[src/rtl/branch_resolve_unit_if.sv]
// Bundle of decode-side prediction, memory-side resolution and result signals.
// With BRU_STATS_EN defined the bundle also carries the branch/miss counters.
interface branch_resolve_unit_if;
  logic        stall;
  logic        dec_valid;
  logic [31:0] dec_pc;
  logic        dec_pred_taken;
  logic [31:0] dec_target;
  logic        mem_valid;
  logic [31:0] mem_pc;
  logic        mem_taken;
  logic [31:0] mem_target;
  logic [1:0]  pred_result;
  logic        flush;
  logic [31:0] redirect_pc;
  logic        full;
  logic        empty;
  logic        error;
`ifdef BRU_STATS_EN
  logic [31:0] stat_branches;
  logic [31:0] stat_misses;

  modport master (
    output stall, dec_valid, dec_pc, dec_pred_taken, dec_target,
    output mem_valid, mem_pc, mem_taken, mem_target,
    input  pred_result, flush, redirect_pc, full, empty, error,
    input  stat_branches, stat_misses
  );
  modport slave (
    input  stall, dec_valid, dec_pc, dec_pred_taken, dec_target,
    input  mem_valid, mem_pc, mem_taken, mem_target,
    output pred_result, flush, redirect_pc, full, empty, error,
    output stat_branches, stat_misses
  );
`else
  modport master (
    output stall, dec_valid, dec_pc, dec_pred_taken, dec_target,
    output mem_valid, mem_pc, mem_taken, mem_target,
    input  pred_result, flush, redirect_pc, full, empty, error
  );
  modport slave (
    input  stall, dec_valid, dec_pc, dec_pred_taken, dec_target,
    input  mem_valid, mem_pc, mem_taken, mem_target,
    output pred_result, flush, redirect_pc, full, empty, error
  );
`endif
endinterface

[src/rtl/branch_resolve_unit.sv]
// Memory-stage branch resolver: in-order queue of decode predictions graded at resolve.
// Optional BRU_STATS_EN adds stat_branches / stat_misses counters.
module branch_resolve_unit #(
  parameter int DEPTH = 4
) (
  input logic             clk,
  input logic             rst,
  branch_resolve_unit_if.slave bus
);
  localparam int AW = $clog2(DEPTH);
  localparam logic [1:0] RES_NONE     = 2'b00;
  localparam logic [1:0] RES_CORRECT  = 2'b01;
  localparam logic [1:0] RES_MISS_TK  = 2'b10;
  localparam logic [1:0] RES_MISS_NTK = 2'b11;

  logic [31:0]   pc_mem     [DEPTH];
  logic          taken_mem  [DEPTH];
  logic [31:0]   target_mem [DEPTH];

  logic [AW-1:0] rd_ptr_reg, wr_ptr_reg;
  logic [AW:0]   count_reg, count_next;
  logic          full_reg, empty_reg, error_reg;
  logic [1:0]    result_reg;
  logic          flush_reg;
  logic [31:0]   redirect_reg;

  logic          push_req, pop_req, push, pop, overflow, underflow;
  logic          pc_bad, outcome_ok, mispredict;
  logic [1:0]    grade;
  logic [31:0]   head_pc, head_target, fix_pc;
  logic          head_taken;

  assign head_pc     = pc_mem[rd_ptr_reg];
  assign head_taken  = taken_mem[rd_ptr_reg];
  assign head_target = target_mem[rd_ptr_reg];

  always_comb begin
    push_req   = bus.dec_valid & ~bus.stall;
    pop_req    = bus.mem_valid & ~bus.stall;
    pop        = pop_req & ~empty_reg;
    underflow  = pop_req & empty_reg;
    pc_bad     = head_pc != bus.mem_pc;
    outcome_ok = bus.mem_taken ? (head_taken && head_target == bus.mem_target) : ~head_taken;
    // A PC mismatch never grades CORRECT; direction then picks the miss flavour.
    if (!pc_bad && outcome_ok) grade = RES_CORRECT;
    else if (bus.mem_taken)    grade = RES_MISS_TK;
    else                       grade = RES_MISS_NTK;
    mispredict = pop & (grade != RES_CORRECT);
    push       = push_req & ~full_reg & ~mispredict;
    overflow   = push_req & full_reg & ~mispredict;
    fix_pc     = bus.mem_taken ? bus.mem_target : bus.mem_pc + 32'd4;
    if (mispredict)
      count_next = '0;
    else
      count_next = count_reg + {{AW{1'b0}}, push} - {{AW{1'b0}}, pop};
  end

  always_ff @(posedge clk) begin
    if (push) begin
      pc_mem[wr_ptr_reg]     <= bus.dec_pc;
      taken_mem[wr_ptr_reg]  <= bus.dec_pred_taken;
      target_mem[wr_ptr_reg] <= bus.dec_target;
    end
  end

  always_ff @(posedge clk or posedge rst) begin
    if (rst) begin
      rd_ptr_reg   <= '0;
      wr_ptr_reg   <= '0;
      count_reg    <= '0;
      full_reg     <= 1'b0;
      empty_reg    <= 1'b1;
      error_reg    <= 1'b0;
      result_reg   <= RES_NONE;
      flush_reg    <= 1'b0;
      redirect_reg <= '0;
    end else begin
      // Every younger entry is wrong-path after a miss, so the queue restarts at slot 0.
      if (mispredict) begin
        rd_ptr_reg <= '0;
        wr_ptr_reg <= '0;
      end else begin
        rd_ptr_reg <= rd_ptr_reg + AW'(pop);
        wr_ptr_reg <= wr_ptr_reg + AW'(push);
      end
      count_reg  <= count_next;
      full_reg   <= count_next == (AW+1)'(DEPTH);
      empty_reg  <= count_next == '0;
      error_reg  <= error_reg | overflow | underflow | (pop & pc_bad);
      result_reg <= pop ? grade : RES_NONE;
      flush_reg  <= mispredict;
      if (mispredict) redirect_reg <= fix_pc;
    end
  end

  assign bus.pred_result = result_reg;
  assign bus.flush       = flush_reg;
  assign bus.redirect_pc = redirect_reg;
  assign bus.full        = full_reg;
  assign bus.empty       = empty_reg;
  assign bus.error       = error_reg;

`ifdef BRU_STATS_EN
  logic [31:0] branches_reg, misses_reg;

  always_ff @(posedge clk or posedge rst) begin
    if (rst) begin
      branches_reg <= '0;
      misses_reg   <= '0;
    end else begin
      branches_reg <= branches_reg + 32'(pop);
      misses_reg   <= misses_reg + 32'(mispredict);
    end
  end

  assign bus.stat_branches = branches_reg;
  assign bus.stat_misses   = misses_reg;
`endif
endmodule

[src/flat_wrapper.sv]
// flat-port wrapper written by rule: the top's interface ports become plain ports
module branch_resolve_unit_flat 
#(
  parameter int DEPTH = 4
)
  (clk, rst, bus_stall, bus_dec_valid, bus_dec_pc, bus_dec_pred_taken, bus_dec_target, bus_mem_valid, bus_mem_pc, bus_mem_taken, bus_mem_target, bus_pred_result, bus_flush, bus_redirect_pc, bus_full, bus_empty, bus_error);
  branch_resolve_unit_if bus_i ();
  input logic clk;
  input logic rst;
  input wire logic [$bits(bus_i.stall)-1:0] bus_stall;
  input wire logic [$bits(bus_i.dec_valid)-1:0] bus_dec_valid;
  input wire logic [$bits(bus_i.dec_pc)-1:0] bus_dec_pc;
  input wire logic [$bits(bus_i.dec_pred_taken)-1:0] bus_dec_pred_taken;
  input wire logic [$bits(bus_i.dec_target)-1:0] bus_dec_target;
  input wire logic [$bits(bus_i.mem_valid)-1:0] bus_mem_valid;
  input wire logic [$bits(bus_i.mem_pc)-1:0] bus_mem_pc;
  input wire logic [$bits(bus_i.mem_taken)-1:0] bus_mem_taken;
  input wire logic [$bits(bus_i.mem_target)-1:0] bus_mem_target;
  output wire logic [$bits(bus_i.pred_result)-1:0] bus_pred_result;
  output wire logic [$bits(bus_i.flush)-1:0] bus_flush;
  output wire logic [$bits(bus_i.redirect_pc)-1:0] bus_redirect_pc;
  output wire logic [$bits(bus_i.full)-1:0] bus_full;
  output wire logic [$bits(bus_i.empty)-1:0] bus_empty;
  output wire logic [$bits(bus_i.error)-1:0] bus_error;
  assign bus_i.stall = bus_stall;
  assign bus_i.dec_valid = bus_dec_valid;
  assign bus_i.dec_pc = bus_dec_pc;
  assign bus_i.dec_pred_taken = bus_dec_pred_taken;
  assign bus_i.dec_target = bus_dec_target;
  assign bus_i.mem_valid = bus_mem_valid;
  assign bus_i.mem_pc = bus_mem_pc;
  assign bus_i.mem_taken = bus_mem_taken;
  assign bus_i.mem_target = bus_mem_target;
  assign bus_pred_result = bus_i.pred_result;
  assign bus_flush = bus_i.flush;
  assign bus_redirect_pc = bus_i.redirect_pc;
  assign bus_full = bus_i.full;
  assign bus_empty = bus_i.empty;
  assign bus_error = bus_i.error;
  branch_resolve_unit #(.DEPTH(DEPTH)) u_core (.clk(clk), .rst(rst), .bus(bus_i));
endmodule
[config.mk]
export PLATFORM = sky130hd
export DESIGN_NAME = branch_resolve_unit_flat
export DESIGN_NICKNAME = d
export VERILOG_FILES = /design/src/rtl/branch_resolve_unit_if.sv /design/src/rtl/branch_resolve_unit.sv /design/src/flat_wrapper.sv
export SDC_FILE = /design/constraint.sdc
export NUM_CORES = 1
export LEC_CHECK = 0
export CORE_AREA = 2 2 211 213
export CTS_CLUSTER_SIZE = 16
export DETAILED_ROUTE_END_ITERATION = 8
export DIE_AREA = 0 0 213 215
export PLACE_DENSITY = 0.51
export SLEW_MARGIN = 20
export SYNTH_ARGS = -nofsm -noshare
export SYNTH_HDL_FRONTEND = slang
export SYNTH_SLANG_ARGS = --single-unit
[constraint.sdc]
create_clock -name clk -period 16 [get_ports clk]
set_input_delay 1.6 -clock clk [delete_from_list [all_inputs] [get_ports clk]]
set_output_delay 1.6 -clock clk [all_outputs]
set_load 0.005 [all_outputs]
Word level (Yosys, flattened, before mapping)
Memory sizes are Yosys's and may differ from the RTL's.
Index checks and enable logic that the tools add are counted.

cells by class
  add/subtract/negate cells = 5
  eq/ne operators = 4
  mux-type cells = 10
  bitwise operators = 18
  reduce and logical (&&, ||, !) cells = 4

operator list
  cell                                                             number
  32-bit by 3-bit adder with 32-bit output, second input constant  1
  32-bit == test                                                   1
  32-bit 2-to-1 mux                                                1
  32-bit != test                                                   1
  1-bit bitwise AND                                                10
  2-bit 2-to-1 mux                                                 4
  1-bit NOT                                                        5
  2-bit by 1-bit adder with 2-bit output                           2
  1-bit 2-to-1 mux                                                 4
  3-bit by 1-bit adder with 3-bit output                           1
  3-bit == test, second input constant                             1
  3-bit logical NOT                                                1
  3-bit 2-to-1 mux                                                 1
  1-bit bitwise OR                                                 3
  3-bit by 1-bit subtractor with 3-bit output                      1
  1-bit logical AND                                                2
  2-bit by 1-bit != test with 1-bit output, second input constant  1
  1-bit logical NOT                                                1

word-level totals
  register bits = 45
  RAM bits = 260
  bits of input ports = 135
  output and inout bits = 38
  word-level logic and storage cells = 53
  memories = 3

memory list
  memory             depth  bits a word  read ports  clocked after Yosys merged registers in  write ports  line                       RTL
  u_core.pc_mem      4      32           1           0                                        1            branch_resolve_unit.sv:16  logic [31:0] pc_mem [DEPTH];
  u_core.target_mem  4      32           1           0                                        1            branch_resolve_unit.sv:18  logic [31:0] target_mem [DEPTH];
  u_core.taken_mem   4      1            1           0                                        1            branch_resolve_unit.sv:17  logic taken_mem [DEPTH];

Logic depth before layout (Yosys ltp)
Gate-level depths: netlist (run 1).
An unclocked memory read counts as a cell.

  depth in word-level cells = 14
  mapped depth = 19
  depth with buffers taken out = 15

Worst setup path after synthesis (run 1)
Ideal clock, no wire load.

  path type = input -> register
  from = input port bus_mem_pc[4]
  to = memory u_core.pc_mem[0][0] (enable)
  library setup time = 0.524 ns
  data arrival time = 6.539 ns
  required time = 15.476 ns
  path slack = 8.936 ns
  cell stages on the path = 9
  path buffers = 2
  cell sequence = clkbuf_1 -> xnor2_1 -> nand4_1 -> nor4_1 -> nand2_1 -> a22oi_4 -> inv_4 -> buf_6 -> nor4b_2

between the ends
  cells in the longest elaborated chain, start to end = 10

ends and longest elaborated chain
  item                                      line                       RTL
  start, declared                           flat_wrapper.sv:16         input wire logic [$bits(bus_i.mem_pc)-1:0] bus_mem_pc;
  32-bit != test                            branch_resolve_unit.sv:42  pc_bad = head_pc != bus.mem_pc;
  1-bit logical NOT                         branch_resolve_unit.sv:45  if (!pc_bad && outcome_ok) grade = RES_CORRECT;
  1-bit logical AND                         branch_resolve_unit.sv:45
  2-bit 2-to-1 mux                          branch_resolve_unit.sv:45
  2-bit by 1-bit != test with 1-bit output  branch_resolve_unit.sv:48  mispredict = pop & (grade != RES_CORRECT);
  1-bit bitwise AND                         branch_resolve_unit.sv:48
  net u_core.mispredict                     branch_resolve_unit.sv:28  logic pc_bad, outcome_ok, mispredict;
  1-bit NOT                                 branch_resolve_unit.sv:49  push = push_req & ~full_reg & ~mispredict;
  1-bit bitwise AND                         branch_resolve_unit.sv:49
  1-bit 2-to-1 mux                          branch_resolve_unit.sv:59  if (push) begin
  1-bit 2-to-1 mux (not written as such)    branch_resolve_unit.sv:60  pc_mem[wr_ptr_reg] <= bus.dec_pc;
  end, declared                             branch_resolve_unit.sv:16

The timed path passes the listed nets, and every way through them passes these cells.

Final worst setup path (run 1)
  from = register u_core.rd_ptr_reg[0]
  to = memory u_core.pc_mem[0][14] (enable)

between the ends
  cells in the longest elaborated chain, start to end = 12
  elaborated cells on any way between the ends = 17
  those cells by class = 3 x eq/ne; 4 x mux; 4 x bitwise; 3 x reduce/logical; 3 x memory

ends and longest elaborated chain
  item                                          line                       RTL
  start, declared                               branch_resolve_unit.sv:20  logic [AW-1:0] rd_ptr_reg, wr_ptr_reg;
  start signal, assigned                        branch_resolve_unit.sv:83  rd_ptr_reg <= rd_ptr_reg + AW'(pop);
  memory read 4 x 32 bit                        n/a
  32-bit == test                                branch_resolve_unit.sv:43  outcome_ok = bus.mem_taken ? (head_taken && head_target == bus.mem_target) : ~head_taken;
  1-bit logical AND                             branch_resolve_unit.sv:43
  1-bit 2-to-1 mux                              branch_resolve_unit.sv:43
  1-bit logical AND (*)                         branch_resolve_unit.sv:45
  2-bit 2-to-1 mux (*)                          branch_resolve_unit.sv:45
  2-bit by 1-bit != test with 1-bit output (*)  branch_resolve_unit.sv:48
  1-bit bitwise AND (*)                         branch_resolve_unit.sv:48
  1-bit NOT (*)                                 branch_resolve_unit.sv:49
  1-bit bitwise AND (*)                         branch_resolve_unit.sv:49
  1-bit 2-to-1 mux (*)                          branch_resolve_unit.sv:59
  1-bit 2-to-1 mux (not written as such) (*)    branch_resolve_unit.sv:60

Every way passes the cells marked *; elsewhere a longest branch is shown, timed or not.

==> results.ini, run 1 <==
[run_status]
status = complete, no violations

[sta]
hold_violations = 0
fmax_ghz = 0.173
period_share_pct = 36.2
slew_headroom_pct = 40.2
fin_setup_tns_ps = 0
setup_violations = 0
worst_pin_slew_ps = 898
drv_slew = 0
whs_ps = 501
rsz0062_at_grt = false
min_period_ps = 5790
fin_skew_ps = 11.1

[synth]
syn_area_um2 = 13000
synth.avg_cell_area_um2 = 18.4
ys_warn_count = 0
ys_types = 45
yosysTopAreaCell = edfxtp_1
yosys-top-cells-area = edfxtp_1, mux4_2, dfrtp_1, xnor2_1, mux2_4
netlist.area_leader.share_pct = 60.2
synth-async-reset-ratio_pct = 14.8
synth_seq_area_share_pct = 68.9
ys.flop_type = edfxtp_1
syn_inst = 705
synth_edf_count = 260
yosysMostFrequentCell = edfxtp_1
syn-num-nets = 846
ys_top_cells_by_count = edfxtp_1, xnor2_1, mux4_2, dfrtp_1, nand2_1
synth-seq-cells = 305

[layout]
fill_cells = 4068
syn2layout_area_growth_pct = 26.1
drive_gt1_share_pct = 17.0
final_cells = 1511
final_nets = 1036
finalInstanceArea_um2 = 16400

[cts]
cts_max_level = 2
cts_tree = built
clock_path_buffers = 3
clock-root-buffer = clkbuf_16
cts_setup_buffers = 0
cts_repair_resize_count = 0
cts_hold_buf = 0
cts_sinks = 305
path_clk_slew_ps = 60
cts_made_buffers = 35
clk_latency_ps = 500

[placed_design]
port_buffers = 172
dpl.hpwl_um = 24200
gp_congestion = 0.760
place_inst = 1450
place_area_um2 = 15300

[power_and_ir_drop]
p_clk_share_pct = 29.6
pwr-share-seq_pct = 43.5
pwr-share-comb_pct = 26.9
switching_share_pct = 27.1
design_power_total_uw = 2440
p_sw_uw = 659
leakage_uw = 0.00531
ir_drop_mv = 0.0519
power_density_nw_per_um2 = 149
p_int_uw = 1780

[grt]
track_usage_pct = 15.1
antenna_found_initial = 3
grt_pass1_vias = 7190
gr-total-overflow = 0
grt_pass1_wl_um = 49900
grt_max_degree = 65

[worst_setup_path]
cp_data_required_time_ps = 16130
startpoint_type = register
crit_type = register to register
crit_arrival_ps = 5920
endpoint_kind = register
cp_max_fo = 43

[worst_hold_path]
min_path_type = register to register

[routing]
drcViolationCount = 0
route.vias.total = 6937
routed_via_density = 4.59
ant_nets = 0
drtIter0Drc = 441
wl_per_cell_um = 22.8
dr.pass1.iters = 4
wirelength_um = 34400

[die]
die_h_um = 215
io-pin-count = 173
num_rows = 77
core_um2 = 43600
start_util_pct = 29.7
die_w_um = 213
die_area_um2 = 45800

[flow_run]
max_cap_violations = 0

## worst paths after layout
kind / start / to / slack [ps] / cells past startpoint
setup / recovery: u_core.rd_ptr_reg[0]$_DFF_PP0_ / u_core.pc_mem[0][14]$_DFFE_PP_ / 10210 / 11
hold / removal: u_core.bus.error$_DFF_PP0_ / u_core.bus.error$_DFF_PP0_ / 500 / 1
setup reg to reg: u_core.rd_ptr_reg[0]$_DFF_PP0_ / u_core.pc_mem[0][14]$_DFFE_PP_ / 10210 / 11
hold reg to reg: u_core.bus.error$_DFF_PP0_ / u_core.bus.error$_DFF_PP0_ / 500 / 1
max in group asynchronous: rst / u_core.rd_ptr_reg[0]$_DFF_PP0_ / 13950 / 3
min in group asynchronous: rst / u_core.bus.redirect_pc[0]$_DFFE_PP0N_ / 1580 / 3
## cells in the final DEF (no fill, tap or decap), drive strengths merged, types with 11 or more instances in the layout
| master | n |
|---|---|
| clkinv | 11 |
| xor2 | 25 |
| nand4 | 25 |
| nor2 | 11 |
| clkbuf | 48 |
| mux4 | 64 |
| xnor2 | 69 |
| nand2 | 39 |
| o21ai | 33 |
| mux2 | 36 |
| dfrtp | 44 |
| edfxtp | 260 |
| clkdlybuf4s50 | 171 |
## per-stage QoR
stage                     worst slack [ps]  util [%]
final                                10210      37.5
after detailed placement             10060      35.1
after global placement               10100      35.1
after floorplan                       8940         -
after CTS                            10050      37.5
after global routing                  9760      37.5
## cell families (layout without fill, tap and decap cells)
kind of cell	Yosys count	in the layout	share of synthesized area, %
muxes	103	103	15.6
DFF	305	305	68.9
adders and majority gates	6	6	0.637
xor gates and xnor gates	94	94	6.35
buffers and inverters	38	251	1.75
AOI/OAI and AO/OA	39	39	1.76
other	0	1	0
and+or+nand+nor	120	120	4.99
## power by group through the flow
| stage | Clock, uW | Sequential, uW | Combinational (uW) |
|---|---|---|---|
| final | 722 | 1060 | 655 |
| after global routing | 772 | 1070 | 707 |
| after CTS | 739 | 1070 | 672 |
| after detailed placement | 0 | 1080 | 670 |
| after global placement | 0 | 1080 | 670 |
| after floorplan | 0 | 1030 | 450 |
## worst max-delay path: stages (launching register included)
cell	delay, ps
dfrtp_4	800
buf_4	800
mux4_2	620
xnor2_1	150
nand4_1	240
nor4_2	490
nand4_1	260
a22oi_4	330
inv_4	320
nor4b_4	290
buf_4	360
buf_4	650
## layer usage
metal | global-route usage [%] | vias up | routed length (um)
li1 | - | 3149 | -
met1 | 21.1 | 3558 | 15300
met2 | 24.6 | 178 | 16600
met3 | 2.98 | 46 | 1930
met4 | 3.08 | 6 | 528
met5 | 0 | - | 41
## final cells by class
type                    instances  area (um2)  area share [%]
flip-flops and latches        305        8940            54.7
multi-input cells             362        3820            23.4
repair buffers                181        1780            10.9
clock buffers                  48         977            5.97
well taps                     592         741            4.53
clock inverters                12        52.6           0.321
inverters                      10        40.0           0.245
diodes                          1        2.50          0.0153
(Power assumes the default switching activity.)
==> inputs of run 2 (changes only) <==
==> constraint.sdc (replaced) <==
create_clock -name clk -period 5.35 [get_ports clk]
set_input_delay 0.535 -clock clk [delete_from_list [all_inputs] [get_ports clk]]
set_output_delay 0.535 -clock clk [all_outputs]
set_load 0.005 [all_outputs]
==> run 2 against run 1 <==
Net effect: sequential power grew to 3.0 times the previous value; combinational power grew to 3.1 times the previous value; wire length grew 1.1%; critical path depth grew 5; final cell count grew 0.93%; die area is the same; sequential share of layout area shrank 0.63 points; non-clock buffer count grew 10; critical path type unchanged; largest power group unchanged.
==> results.ini, run 2 (same netlist as run 1, synthesis figures left out) <==
[power_and_ir_drop]
design_power_total_uw = 7500
ir_drop_mv = 0.179
power_density_nw_per_um2 = 453
leakage_uw = 0.00542

[cts]
cts_repair_resize_count = 0
cts_hold_buf = 0
clock_path_buffers = 3
cts_tree = built
path_clk_slew_ps = 60
clock-root-buffer = clkbuf_16
cts_sinks = 305
cts_made_buffers = 36
clk_latency_ps = 530
cts_max_level = 2
cts_setup_buffers = 0

[sta]
setup_violations = 0
period_share_pct = 85.0
fin_skew_ps = 17.2
fmax_ghz = 0.220
drv_slew = 0
fin_setup_tns_ps = 0
hold_violations = 0
min_period_ps = 4550
rsz0062_at_grt = false
worst_pin_slew_ps = 767
whs_ps = 496
slew_headroom_pct = 48.5

[placed_design]
gp_congestion = 0.781
port_buffers = 172
dpl.hpwl_um = 24800

[routing]
route.vias.total = 7035
wl_per_cell_um = 22.8
routed_via_density = 4.61
drcViolationCount = 0
wirelength_um = 34800
drtIter0Drc = 542
ant_nets = 0
dr.pass1.iters = 5

[grt]
gr-total-overflow = 0
grt_pass1_wl_um = 50300
antenna_found_initial = 1
track_usage_pct = 15.4
grt_max_degree = 46
grt_pass1_vias = 7305

[worst_setup_path]
startpoint_type = register
crit_path_end = u_core.bus.empty$_DFF_PP1_
crit_arrival_ps = 5000
rrSetupSlack_ps = 800
endpoint_kind = register
cp_data_required_time_ps = 5800
crit_type = register to register
timing.rr.start = u_core.rd_ptr_reg[0]$_DFF_PP0_
reg2reg_to = u_core.bus.empty$_DFF_PP1_
reg2reg_depth = 16
worstSetupStartpoint = u_core.rd_ptr_reg[0]$_DFF_PP0_
cp_max_fo = 24

[die]
io-pin-count = 173
die_w_um = 213
die_area_um2 = 45800
start_util_pct = 29.7
num_rows = 77
die_h_um = 215
core_um2 = 43600

[layout]
syn2layout_area_growth_pct = 27.6
final_cell_mix = edfxtp_1, clkdlybuf4s50_1, xnor2_1, mux4_2, dfrtp_1
final_nets = 1047
drive_gt1_share_pct = 18.3
final_common_cell = edfxtp_1

[worst_hold_path]
min_path_type = input port to asynchronous set/reset pin

[run_status]
status = complete, no violations

[flow_run]
max_cap_violations = 0

run 2: worst max-delay path: stages (launching register included):
cell	delay, ps
dfrtp_4	700
buf_12	280
mux4_2	540
xnor2_1	190
nand4_1	250
nor4_2	390
nand4_1	230
a22oi_4	310
inv_4	40
nor3_1	270
ha_1	200
inv_1	50
fa_1	370
xor2_1	160
xnor2_1	230
inv_1	60
o21ai_0	150
run 2: how the worst min path moves through the flow:
stage          depth (start not counted)  slack (ps)                                     end
2_1_floorplan                          1         460              u_core.bus.error$_DFF_PP0_
3_3_place_gp                           1         500  u_core.bus.redirect_pc[21]$_DFFE_PP0N_
3_5_place_dp                           1         500   u_core.bus.redirect_pc[5]$_DFFE_PP0N_
4_1_cts                                3         500   u_core.bus.redirect_pc[0]$_DFFE_PP0N_
5_1_grt                                1         530   u_core.bus.redirect_pc[7]$_DFFE_PP0N_
6_report                               3         500   u_core.bus.redirect_pc[0]$_DFFE_PP0N_
run 2: layout make-up:
type | count | area [um2]
repair buffers | 191 | 1880
clock inverters | 14 | 138
multi-input cells | 362 | 3820
diodes | 2 | 5.00
well taps | 592 | 741
fillers | 4044 | 27100
clock buffers | 49 | 981
inverters | 10 | 40.0
flip-flops and latches | 305 | 8940
run 2: routing by layer:
| metal | global-route usage [%] | up-vias | routed length (um) |
|---|---|---|---|
| met2 | 23.7 | 229 | 16000 |
| met5 | 0 | - | 0 |
| li1 | - | 3175 | - |
| met1 | 22.3 | 3589 | 15800 |
| met4 | 4.41 | 0 | 627 |
| met3 | 2.97 | 42 | 2310 |
run 2: where the power goes:
part	switching, uW	internal (uW)
Clock	924	1420
Sequential	215	2920
Combinational	857	1170
run 2: per-stage QoR:
| step | std cells | area, um2 | util, % | setup slack [ps] |
|---|---|---|---|---|
| 2_1_floorplan | 705 | 13000 | - | 415 |
| 3_3_place_gp | 1460 | 15400 | 35.3 | 839 |
| 3_5_place_dp | 1460 | 15400 | 35.3 | 812 |
| 4_1_cts | 1523 | 16500 | 37.9 | 782 |
| 5_1_grt | 1523 | 16500 | 37.9 | 374 |
| 6_report | 1525 | 16500 | 37.9 | 800 |
==> inputs of run 3 (changes only) <==
--- a/config.mk
+++ b/config.mk
@@ -5,11 +5,11 @@
 export SDC_FILE = /design/constraint.sdc
 export NUM_CORES = 1
 export LEC_CHECK = 0
-export CORE_AREA = 2 2 211 213
+export CORE_AREA = 2 2 272 167
 export CTS_CLUSTER_SIZE = 16
 export DETAILED_ROUTE_END_ITERATION = 8
-export DIE_AREA = 0 0 213 215
-export PLACE_DENSITY = 0.51
+export DIE_AREA = 0 0 274 169
+export PLACE_DENSITY = 0.5
 export SLEW_MARGIN = 20
 export SYNTH_ARGS = -nofsm -noshare
 export SYNTH_HDL_FRONTEND = slang
==> run 3 against run 2 <==
Net effect: utilization fell by 0.35 points; largest power group unchanged; highest routed layer unchanged; hold slack worse by 110 ps; non-clock buffer count grew 5; design area down 0.13%; sequential cell count did not move.
==> results.ini, run 3 (same netlist as run 1, synthesis figures left out) <==
[run_status]
status = complete, no violations

[power_and_ir_drop]
ir_drop_mv = 0.236
power_density_nw_per_um2 = 448
leakage_uw = 0.00541
p_clk_share_pct = 29.7
p_int_uw = 5410
pwr-share-seq_pct = 42.4
p_sw_uw = 1990
pwr-share-comb_pct = 27.8
switching_share_pct = 26.8

[sta]
drv_slew = 0
hold_violations = 0
rsz0062_at_grt = false
fin_setup_tns_ps = 0
worst_pin_slew_ps = 829
fin_ws_ps = 660
fin_skew_ps = 15.7
whs_ps = 390
fmax_ghz = 0.213
min_period_ps = 4690
slew_headroom_pct = 44.7
period_share_pct = 87.7
setup_violations = 0

[worst_setup_path]
crit_arrival_ps = 5180
cp_max_fo = 24
cp_data_required_time_ps = 5840
crit_cells = 16
timing.rr.start = u_core.rd_ptr_reg[0]$_DFF_PP0_
cp_slowest_cell = dfrtp_4
slowest_delay_ps = 730
crit_type = register to register
startpoint_type = register
worstPathCellList = buf_4, mux4_2, xnor2_1, nand4_1, nor3_1, nand4_1, a22oi_4, inv_4, nor3_1, ha_1, inv_1, fa_1, xor2_1, xnor2_1, inv_1, o21ai_0
worst-path-buf-inv = 4
crit_path_end = u_core.bus.empty$_DFF_PP1_
reg2reg_to = u_core.bus.empty$_DFF_PP1_
endpoint_kind = register
path_delay_family = simple AND/OR/NAND/NOR gates
rrSetupSlack_ps = 660
worstSetupStartpoint = u_core.rd_ptr_reg[0]$_DFF_PP0_
reg2reg_depth = 16

[grt]
gr-total-overflow = 0
antenna_found_initial = 0
grt_pass1_vias = 7327
grt_use_met1_pct = 22.6
grt_use_met3_pct = 2.96
grt_use_met2_pct = 24.7
grt_max_degree = 55
track_usage_pct = 15.7
grt-busiest-layer = met2
grt_pass1_wl_um = 52400

[die]
die_w_um = 274
core_um2 = 44000
io-pin-count = 173
start_util_pct = 29.5
num_rows = 60
die_area_um2 = 46300
die_h_um = 169

[routing]
wirelength_um = 36200
wl_per_cell_um = 23.9
routed_via_density = 4.57
dr.pass1.iters = 5
drtIter0Drc = 535
ant_nets = 0
drcViolationCount = 0
route.vias.total = 6933

[layout]
fin_util_pct = 37.6
fill_cells = 4109
diodes = 0
syn2layout_area_growth_pct = 27.4
final_cell_mix = edfxtp_1, clkdlybuf4s50_1, xnor2_1, mux4_2, dfrtp_1
final_common_cell = edfxtp_1
final_cells = 1518
final_nets = 1046
drive_gt1_share_pct = 18.6
multi_input_area_um2 = 3820
seqCellArea_um2 = 8940

[flow_run]
max_cap_violations = 0

[cts]
path_clk_slew_ps = 60
clk_latency_ps = 570
cts_sinks = 305
cts_repair_resize_count = 0
cts_setup_buffers = 0
cts_hold_buf = 0
cts_tree = built
cts_max_level = 1
clock-root-buffer = clkbuf_16
clock_path_buffers = 3
cts_made_buffers = 30

[worst_hold_path]
min_path_type = input port to asynchronous set/reset pin

[placed_design]
pre_cts_slack_ps = 612
gp_congestion = 0.782
place_inst = 1462
dpl.hpwl_um = 26200
port_buffers = 172

## run 3: changes by cell type in the layout (fill, tap and decap cells not counted), sizes merged
cell,change
buf,+5
bufinv,+1
clkbuf,-4
clkinv,-6
diode,-2
inv,+2
## run 3: stage by stage
step	area (um2)	power, uW
3_3_place_gp	15500	5290
5_1_grt	16500	7750
4_1_cts	16500	7510
2_1_floorplan	13000	4430
3_5_place_dp	15500	5290
6_report	16500	7400
## run 3: worst min-delay path by stage
stage / start / endpoint / cells after the start
finish: rst / u_core.bus.flush$_DFF_PP0_ / 2
global route: rst / u_core.bus.flush$_DFF_PP0_ / 2
CTS: rst / u_core.bus.redirect_pc[23]$_DFFE_PP0N_ / 2
detailed placement: u_core.bus.error$_DFF_PP0_ / u_core.bus.error$_DFF_PP0_ / 1
global placement: u_core.bus.error$_DFF_PP0_ / u_core.bus.error$_DFF_PP0_ / 1
floorplan: u_core.bus.error$_DFF_PP0_ / u_core.bus.error$_DFF_PP0_ / 1
## run 3: per-layer routing
metal | share of wire, % | vias up | wire (um)
met5 | 0 | - | 0
met4 | 2.5 | 0 | 892
met3 | 5.5 | 55 | 1990
met2 | 46 | 176 | 16800
met1 | 46 | 3530 | 16600
li1 | - | 3172 | -
## run 3: worst reg2reg max path, cell delays in order, from the launching register on
cell and delay [ps]:
dfrtp_4 730, buf_4 460, mux4_2 590, xnor2_1 190, nand4_1 170, nor3_1 440, nand4_1 280, a22oi_4 230
inv_4 40, nor3_1 260, ha_1 200, inv_1 50, fa_1 370, xor2_1 160, xnor2_1 230, inv_1 60
o21ai_0 180
## run 3: final cells by class
class | instances | share of cell area [%]
Clock buffer | 45 | 5.25
Inverter | 10 | 0.242
Clock inverter | 11 | 0.969
Tap cell | 589 | 4.46
Multi-Input combinational cell | 362 | 23.1
Timing Repair Buffer | 196 | 11.9
Sequential cell | 305 | 54.1
## run 3: power groups by stage
stage / registers (uW) / clock network, uW / logic [uW]
3_5_place_dp: 3200 / 0 / 2090
3_3_place_gp: 3200 / 0 / 2100
2_1_floorplan: 3080 / 0 / 1350
5_1_grt: 3180 / 2350 / 2220
4_1_cts: 3150 / 2260 / 2100
6_report: 3140 / 2200 / 2060
